`src/rtl/vector_fetch_sequencer.sv`:
```
// Operand read sequencer for the three-vector activation store: walks vec1 paired with vec2/vec3,
// issues dual-port read requests and tags the returning data for the MAC datapath.
module vector_fetch_sequencer #(
    parameter int unsigned ADDR_WIDTH = 10,
    parameter int unsigned IDX_WIDTH  = 9,
    parameter int unsigned MAX_LEN    = 264
) (
    input  logic                  clk,
    input  logic                  rst,
    input  logic                  start,
    input  logic [IDX_WIDTH-1:0]  len,
    input  logic                  alt_sel,
    input  logic                  abort,
    output logic                  mem_ren,
    input  logic                  mem_ready,
    output logic [ADDR_WIDTH-1:0] mem_addr1,
    output logic [ADDR_WIDTH-1:0] mem_addr2,
    output logic                  rd_valid,
    output logic [IDX_WIDTH-1:0]  rd_index,
    output logic                  rd_last,
    output logic                  busy,
    output logic                  done
);

    typedef enum logic [1:0] {StIdle, StIssue, StDrain} state_e;

    localparam logic [IDX_WIDTH-1:0] MaxLenW = IDX_WIDTH'(MAX_LEN);

    state_e                 state_q, state_d;
    logic [IDX_WIDTH-1:0]   idx_q, idx_d;
    logic [IDX_WIDTH-1:0]   len_q, len_d;
    logic                   alt_q, alt_d;
    logic                   rd_valid_q, rd_valid_d;
    logic [IDX_WIDTH-1:0]   rd_index_q, rd_index_d;
    logic                   rd_last_q, rd_last_d;
    logic                   done_q, done_d;

    logic [IDX_WIDTH-1:0]   len_clamped;
    logic                   is_last;
    logic                   xfer;

    assign len_clamped = (len > MaxLenW) ? MaxLenW : len;
    assign is_last     = (idx_q == len_q - 1'b1);

    // abort drops the request in the same cycle so an aborted grant never becomes a transfer
    assign mem_ren = (state_q == StIssue) && !abort;
    assign xfer    = mem_ren && mem_ready;
    assign busy    = (state_q != StIdle);
    assign done    = done_q && !(abort && (state_q == StDrain));

    assign rd_valid = rd_valid_q;
    assign rd_index = rd_index_q;
    assign rd_last  = rd_last_q;

    // Fixed activation-memory map: vec1 0..255, vec2 256..511, vec3 512..767, then the 8-entry
    // tails of vec1/vec2/vec3 packed at 768/776/784.
    always_comb begin
        mem_addr1 = '0;
        mem_addr2 = '0;
        if (state_q == StIssue) begin
            if (idx_q < IDX_WIDTH'(256)) begin
                mem_addr1 = ADDR_WIDTH'(idx_q[7:0]);
                mem_addr2 = (alt_q ? ADDR_WIDTH'(512) : ADDR_WIDTH'(256))
                            + ADDR_WIDTH'(idx_q[7:0]);
            end else begin
                mem_addr1 = ADDR_WIDTH'(768) + ADDR_WIDTH'(idx_q[2:0]);
                mem_addr2 = (alt_q ? ADDR_WIDTH'(784) : ADDR_WIDTH'(776))
                            + ADDR_WIDTH'(idx_q[2:0]);
            end
        end
    end

    always_comb begin
        state_d    = state_q;
        idx_d      = idx_q;
        len_d      = len_q;
        alt_d      = alt_q;
        done_d     = 1'b0;
        rd_valid_d = xfer;
        rd_last_d  = xfer && is_last;
        rd_index_d = xfer ? idx_q : rd_index_q;

        case (state_q)
            StIdle: begin
                if (start) begin
                    len_d = len_clamped;
                    alt_d = alt_sel;
                    idx_d = '0;
                    if (len_clamped == '0) begin
                        done_d = 1'b1;
                    end else begin
                        state_d = StIssue;
                    end
                end
            end
            StIssue: begin
                if (abort) begin
                    state_d = StIdle;
                end else if (xfer) begin
                    idx_d = idx_q + 1'b1;
                    if (is_last) begin
                        state_d = StDrain;
                        done_d  = 1'b1;
                    end
                end
            end
            StDrain: begin
                state_d = StIdle;
            end
            default: begin
                state_d = StIdle;
            end
        endcase
    end

    always_ff @(posedge clk or posedge rst) begin
        if (rst) begin
            state_q    <= StIdle;
            idx_q      <= '0;
            len_q      <= '0;
            alt_q      <= 1'b0;
            rd_valid_q <= 1'b0;
            rd_index_q <= '0;
            rd_last_q  <= 1'b0;
            done_q     <= 1'b0;
        end else begin
            state_q    <= state_d;
            idx_q      <= idx_d;
            len_q      <= len_d;
            alt_q      <= alt_d;
            rd_valid_q <= rd_valid_d;
            rd_index_q <= rd_index_d;
            rd_last_q  <= rd_last_d;
            done_q     <= done_d;
        end
    end

endmodule

```
`config.mk`:
```
export PLATFORM = sky130hd
export DESIGN_NAME = vector_fetch_sequencer
export DESIGN_NICKNAME = d
export VERILOG_FILES = /design/src/rtl/vector_fetch_sequencer.sv
export SDC_FILE = /design/constraint.sdc
export NUM_CORES = 1
export LEC_CHECK = 0
export ABC_AREA = 1
export CAP_MARGIN = 15
export CORE_UTILIZATION = 53
export DETAILED_ROUTE_END_ITERATION = 8
export PLACE_DENSITY = 0.85
export SLEW_MARGIN = 15
export SYNTH_ARGS = -nofsm -noshare
export SYNTH_HDL_FRONTEND = slang
export SYNTH_SLANG_ARGS = --single-unit
```
`constraint.sdc`:
```
create_clock -name clk -period 2.9 [get_ports clk]
set_clock_uncertainty 0.2 [all_clocks]
set_input_delay 0.435 -clock clk [delete_from_list [all_inputs] [get_ports clk]]
set_output_delay 0.435 -clock clk [all_outputs]
set_load 0.05 [all_outputs]
```
==> flow_metrics.env, run 1 <==
export IMPL_status="completed"
export IMPL_cts_clk_slew_worst_paths_ps=60
export IMPL_routed_wl_mm=4.69
export IMPL_synth_yosys_seq_area_share=0.414
export IMPL_hold_path_class="flop to flop"
export IMPL_synth_cells=271
export IMPL_worst_pin_slew_ps=505
export IMPL_gr_total_overflow=0
export IMPL_hold_depth=2
export IMPL_ff2ff_path_depth=11
export IMPL_synthesis_nets=288
export IMPL_ir_drop_mv=0.372
export IMPL_criticalPathCategory="flop to primary output"
export IMPL_ant_nets=0
export IMPL_synth_enable_flop_cells=0
export IMPL_port_buffer_count=48
export IMPL_synthFlopType="dfrtp_1"
export IMPL_relSlewSlack=0.663
export IMPL_ios=49
export IMPL_drive_above_1_share=0.0726
export IMPL_die_area_mm2=0.00401
export IMPL_synth_avg_cell_area_um2=7.36
export IMPL_finish_utilization=0.738
export IMPL_required_ps=2270
export IMPL_startpoint_type="flop"
export IMPL_initial_utilization=0.575
export IMPL_post_route_period_util=0.908
export IMPL_r2r_end="state_q[0]"
export IMPL_drc_errors=0
export IMPL_setup_viol=0
export IMPL_antenna_found_initial=0
export IMPL_synthArstFlopShare=1.00
export IMPL_holdPathEnd="rd_index[6]"
export IMPL_gp_congestion=0.849
export IMPL_layout_nets=334
export IMPL_drt_iter0_markers=88
export IMPL_antenna_cells=0
export IMPL_synth_seq_cells=33
export IMPL_worstSetupEndpointType="primary output"
export IMPL_whs_ps=285
export IMPL_wl_per_cell_um=12.9
export IMPL_cp_arrival_ps=2000
export IMPL_r2r_start="len_q[0]"
export IMPL_tns_ps=0
export IMPL_p_per_area_mw_per_mm2=540
export IMPL_netlist_area_mm2=0.00200
export IMPL_final_common_cell="nand2_1"
export IMPL_postCtsSetupBuffers=0
export IMPL_coreArea_mm2=0.00347
export IMPL_ctsResizeCount=0
export IMPL_cts_hold_buf=0
export IMPL_fp_dieH_um=63.4
export IMPL_grt_pass1_vias=1748
export IMPL_drv_cap=0
export IMPL_numCtsBuffers=5
export IMPL_r2r_slack_ps=880
export IMPL_clk_latency_ps=290
export IMPL_gr_usage_all_layers=0.262
export IMPL_grt_pass1_wl_mm=8.11
export IMPL_worstHoldStart="rd_index[6]"
export IMPL_hpwl_mm=3.64
export IMPL_grt_max_degree=34
export IMPL_ys_warn_count=0
export IMPL_p_leak_nw=1.24
export IMPL_fmax_mhz=380
export IMPL_avgViaCountPerCell=5.25
export IMPL_fill_cells=301
export IMPL_rows=21
export IMPL_clockBufferDepth=2
export IMPL_fin_crit_ps=2630
export IMPL_ys_types=31
export IMPL_tritoncts="built"
export IMPL_rsz0062_at_grt="no"
export IMPL_firstDrtPassIters=5
export IMPL_htreeDepth=2
export IMPL_cts_sinks=33
export IMPL_syn2layout_area_growth_pct=28.3
export IMPL_dieWidth_um=63.4
export IMPL_crit_fanout=10
export IMPL_clockRootBuffer="clkbuf_8"
export IMPL_hold_viol=0
export IMPL_maxSlewViolCount=0
export IMPL_via_count=1907
export IMPL_final_cell_mix="nand2_1, clkdlybuf4s50_1, inv_1"
-- metal layers --
| layer | share of wire | up-vias | GRT usage |
|---|---|---|---|
| met3 | 0.041 | 13 | 0.0580 |
| met5 | 0 | - | 0 |
| met4 | 0.027 | 0 | 0.0994 |
| li1 | - | 949 | - |
| met1 | 0.44 | 891 | 0.341 |
| met2 | 0.49 | 54 | 0.424 |
-- worst max-delay path by stage --
stage / cells past startpoint / slack, ps / endpoint / startpoint
finish: 4 / 270 / mem_addr2[4] / idx_q[8]
global route: 4 / 160 / mem_addr2[4] / idx_q[8]
CTS: 4 / 260 / mem_addr1[6] / state_q[1]
detailed placement: 4 / 570 / mem_addr1[6] / state_q[1]
global placement: 4 / 600 / mem_addr2[4] / idx_q[8]
floorplan: 5 / 50 / mem_addr2[6] / state_q[1]
-- flip-flops by register name (all words and copies together) (netlist names) --
signal and flops:
done_q 1, rd_index 9, state_q 2, len_q 9
rd_last 1, rd_valid 1, alt_q 1, idx_q 9
-- worst max-delay path: stages, from the launching register on --
cell,delay (ps)
dfrtp_1,490
inv_1,190
nand2_1,80
a21oi_1,140
clkdlybuf4s50_1,810
-- cell usage after synthesis (2+ instances only) --
cell,n,area [um2]
xor2_1,4,35.0
nor2_1,34,128
nand3_1,19,95.1
inv_1,38,143
dfrtp_1,33,826
clkbuf_1,2,7.51
buf_2,2,10.0
xnor2_1,2,17.5
a21oi_1,5,25.0
nand2_4,3,33.8
nand2_1,67,251
buf_4,7,52.6
nor3_1,7,35.0
o22ai_1,2,12.5
o21ai_0,21,105
nor2_2,3,18.8
ha_1,2,25.0
nand4_1,7,43.8
-- through the flow --
stage	setup slack [ps]	power, mW	instance area, um2	std cells
2_1_floorplan	48.5	0.903	2000	271
3_3_place_gp	603	1.03	2470	356
3_5_place_dp	568	1.04	2470	356
4_1_cts	257	1.39	2560	363
5_1_grt	165	1.47	2560	363
6_report	267	1.38	2560	363
-- power breakdown --
part / switching, mW / total, mW / internal (mW)
clock: 0.157 / 0.345 / 0.188
sequential: 0.0461 / 0.553 / 0.507
combinational: 0.321 / 0.483 / 0.162
total: 0.524 / 1.38 / 0.857
-- cell type report --
cell class / instances / area [um2] / area share
tap: 46 / 57.6 / 0.0225
timing repair buffer: 50 / 490 / 0.192
sequential: 33 / 826 / 0.323
multi-input combinational: 188 / 953 / 0.372
inverter: 39 / 146 / 0.0572
clock buffer: 7 / 86.3 / 0.0337
-- logic make-up (layout without fill, tap and decap cells) --
kind of cell / Yosys count / after routing / synth area share
buf+inv: 50 / 96 / 0.108
compound gates: 31 / 31 / 0.0828
xor+xnor: 6 / 6 / 0.0263
flops: 33 / 33 / 0.414
fa+ha+maj: 2 / 2 / 0.0125
simple gates: 149 / 149 / 0.356
Note: power is estimated with default switching activity, not from simulation.
==> run 2: changes to the inputs <==
--- a/config.mk
+++ b/config.mk
@@ -5,11 +5,10 @@
 export SDC_FILE = /design/constraint.sdc
 export NUM_CORES = 1
 export LEC_CHECK = 0
-export ABC_AREA = 1
 export CAP_MARGIN = 15
 export CORE_UTILIZATION = 53
 export DETAILED_ROUTE_END_ITERATION = 8
-export PLACE_DENSITY = 0.85
+export PLACE_DENSITY = 0.86
 export SLEW_MARGIN = 15
 export SYNTH_ARGS = -nofsm -noshare
 export SYNTH_HDL_FRONTEND = slang
==> flow_metrics.env, run 2 <==
export IMPL_cp_num_buf_inv=1
export IMPL_final_cell_mix="clkdlybuf4s50_1, nand2_1, dfrtp_1"
export IMPL_cp_endpoint="mem_addr2[3]"
export IMPL_ff2ff_path_depth=6
export IMPL_syn2layout_area_growth_pct=27.2
export IMPL_power_mw=1.92
export IMPL_drc_errors=0
export IMPL_r2r_slack_ps=680
export IMPL_drt_iter0_markers=84
export IMPL_ys_types=50
export IMPL_synthFlopType="dfrtp_1"
export IMPL_synth_most_common_cell="nand2_1"
export IMPL_fin_area_mm2=0.00244
export IMPL_startpoint_type="flop"
export IMPL_crit_chain="nand2b_1 -> a211oi_1 -> clkdlybuf4s50_1"
export IMPL_dieWidth_um=62.2
export IMPL_final_common_cell="clkdlybuf4s50_1"
export IMPL_synth_enable_flop_cells=0
export IMPL_drv_cap=0
export IMPL_hpwl_mm=3.06
export IMPL_antenna_cells=0
export IMPL_routed_wl_mm=4.10
export IMPL_cts_sinks=33
export IMPL_grt_max_degree=34
export IMPL_synth_yosys_seq_area_share=0.430
export IMPL_grt_pass1_vias=1611
export IMPL_fmax_mhz=356
export IMPL_grt_pass1_wl_mm=7.04
export IMPL_slowest_stage="clkdlybuf4s50_1"
export IMPL_fin_crit_ps=2810
export IMPL_fp_dieH_um=62.2
export IMPL_ios=49
export IMPL_synth_avg_cell_area_um2=8.77
export IMPL_tritoncts="built"
export IMPL_drive_above_1_share=0.0954
export IMPL_post_route_period_util=0.969
export IMPL_crit_fanout=6
export IMPL_r2r_end="state_q[0]"
export IMPL_max_stage_delay_ps=850
export IMPL_relSlewSlack=0.661
export IMPL_synth_area_top_cells="dfrtp_1, nand2_1, nor2_1"
export IMPL_synthArstFlopShare=1.00
export IMPL_placed_area_mm2=0.00239
export IMPL_firstDrtPassIters=4
export IMPL_yosys_area_top_type="dfrtp_1"
export IMPL_synth_top_family_by_area="simple AND/OR/NAND/NOR gates"
export IMPL_p_per_area_mw_per_mm2=785
export IMPL_setup_viol=0
export IMPL_coreArea_mm2=0.00342
export IMPL_synth_compound_area_frac=0.130
export IMPL_synthAdderAreaFrac=0.0130
export IMPL_synthesis_nets=236
export IMPL_crit_family="buffers and inverters"
export IMPL_port_buffer_count=48
export IMPL_maxSlewViolCount=0
export IMPL_fill_cells=259
export IMPL_numCtsBuffers=5
export IMPL_cp_depth=3
export IMPL_rows=21
export IMPL_worst_pin_slew_ps=507
export IMPL_gp_congestion=0.843
export IMPL_setup_worst_path_start="state_q[1]"
export IMPL_worstSetupEndpointType="primary output"
export IMPL_r2r_start="len_q[0]"
export IMPL_ys_warn_count=0
export IMPL_status="completed"
export IMPL_rsz0062_at_grt="no"
export IMPL_cp_arrival_ps=2170
export IMPL_criticalPathCategory="flop to primary output"
export IMPL_ctsResizeCount=0
export IMPL_clockBufferDepth=2
export IMPL_gr_usage_all_layers=0.230
export IMPL_htreeDepth=2
export IMPL_required_ps=2270
export IMPL_synth_mux_area_fraction=0.00521
export IMPL_avgViaCountPerCell=5.33
export IMPL_clk_latency_ps=340
export IMPL_via_count=1641
export IMPL_synth_cells=219
export IMPL_die_area_mm2=0.00387
export IMPL_antenna_found_initial=0
export IMPL_hold_viol=0
export IMPL_synthTopCellsByCount="nand2_1, dfrtp_1, nor2_1"
export IMPL_layout_nets=278
export IMPL_tns_ps=0
export IMPL_ir_drop_mv=0.328
export IMPL_yosys_area_top_type_share=0.430
export IMPL_postCtsSetupBuffers=0
export IMPL_gr_total_overflow=0
export IMPL_synth_xor_area_frac=0.0684
export IMPL_p_leak_nw=1.11
export IMPL_initial_utilization=0.562
export IMPL_ant_nets=0
export IMPL_cts_hold_buf=0
export IMPL_synth_seq_cells=33
export IMPL_hold_path_class="input port to async pin"
export IMPL_cts_clk_slew_worst_paths_ps=100
export IMPL_netlist_area_mm2=0.00192
export IMPL_clockRootBuffer="clkbuf_4"
export IMPL_wl_per_cell_um=13.3
export IMPL_yosys_area_share_simple=0.282
## run 2: worst min-delay path by stage
stage | startpoint | endpoint | slack (ps) | cells past startpoint
after detailed placement | rd_index[2] | rd_index[2] | 270 | 2
after floorplan | len_q[8] | len_q[8] | 270 | 2
after global routing | rst | len_q[7] | 310 | 3
final | rst | rd_index[1] | 270 | 3
after global placement | rd_index[2] | rd_index[2] | 260 | 2
after CTS | rst | len_q[7] | 270 | 3
## run 2: logic make-up after synthesis
family,after synthesis
adder cells (fa/ha/maj),2
AND/OR/NAND/NOR,106
XOR/XNOR,15
flip-flops,33
AO/OA/AOI/OAI,34
multiplexers,1
buffers and inverters,28
## run 2: cell type report
class | count | area, um2 | share of cell area
timing repair buffer | 52 | 508 | 0.208
multi-input combinational | 158 | 958 | 0.392
sequential | 33 | 826 | 0.338
tap | 46 | 57.6 | 0.0236
inverter | 11 | 41.3 | 0.0169
clock buffer | 6 | 41.3 | 0.0169
clock inverter | 2 | 10.0 | 0.00410
## run 2: worst register-to-register path, cell delays in order, from the launching register on
cell	delay (ps)
dfrtp_1	420
inv_1	100
ha_1	220
nor4b_2	330
o2111ai_1	230
a2111oi_2	470
o21ai_0	130
## run 2: metal layers
metal | track usage | share of wire | up-vias
li1 | - | - | 809
met1 | 0.299 | 0.46 | 761
met2 | 0.383 | 0.46 | 65
met3 | 0.0331 | 0.061 | 6
met4 | 0.0959 | 0.017 | 0
met5 | 0 | 0 | -
## run 2: report_power, final
part / internal [mW] / leakage (nW) / total (mW) / switching [mW]
clock network: 0.0922 / 0.0320 / 0.245 / 0.153
registers: 0.561 / 0.442 / 0.694 / 0.133
logic: 0.375 / 0.634 / 0.978 / 0.603
## run 2: through the flow
step | hold WS (ps) | util | setup WS, ps | std cells
2_1_floorplan | 267 | - | 448 | 219
3_3_place_gp | 260 | 0.700 | 414 | 300
3_5_place_dp | 266 | 0.700 | 325 | 300
4_1_cts | 274 | 0.715 | 86.6 | 308
5_1_grt | 306 | 0.715 | 19.0 | 308
6_report | 273 | 0.715 | 91.0 | 308
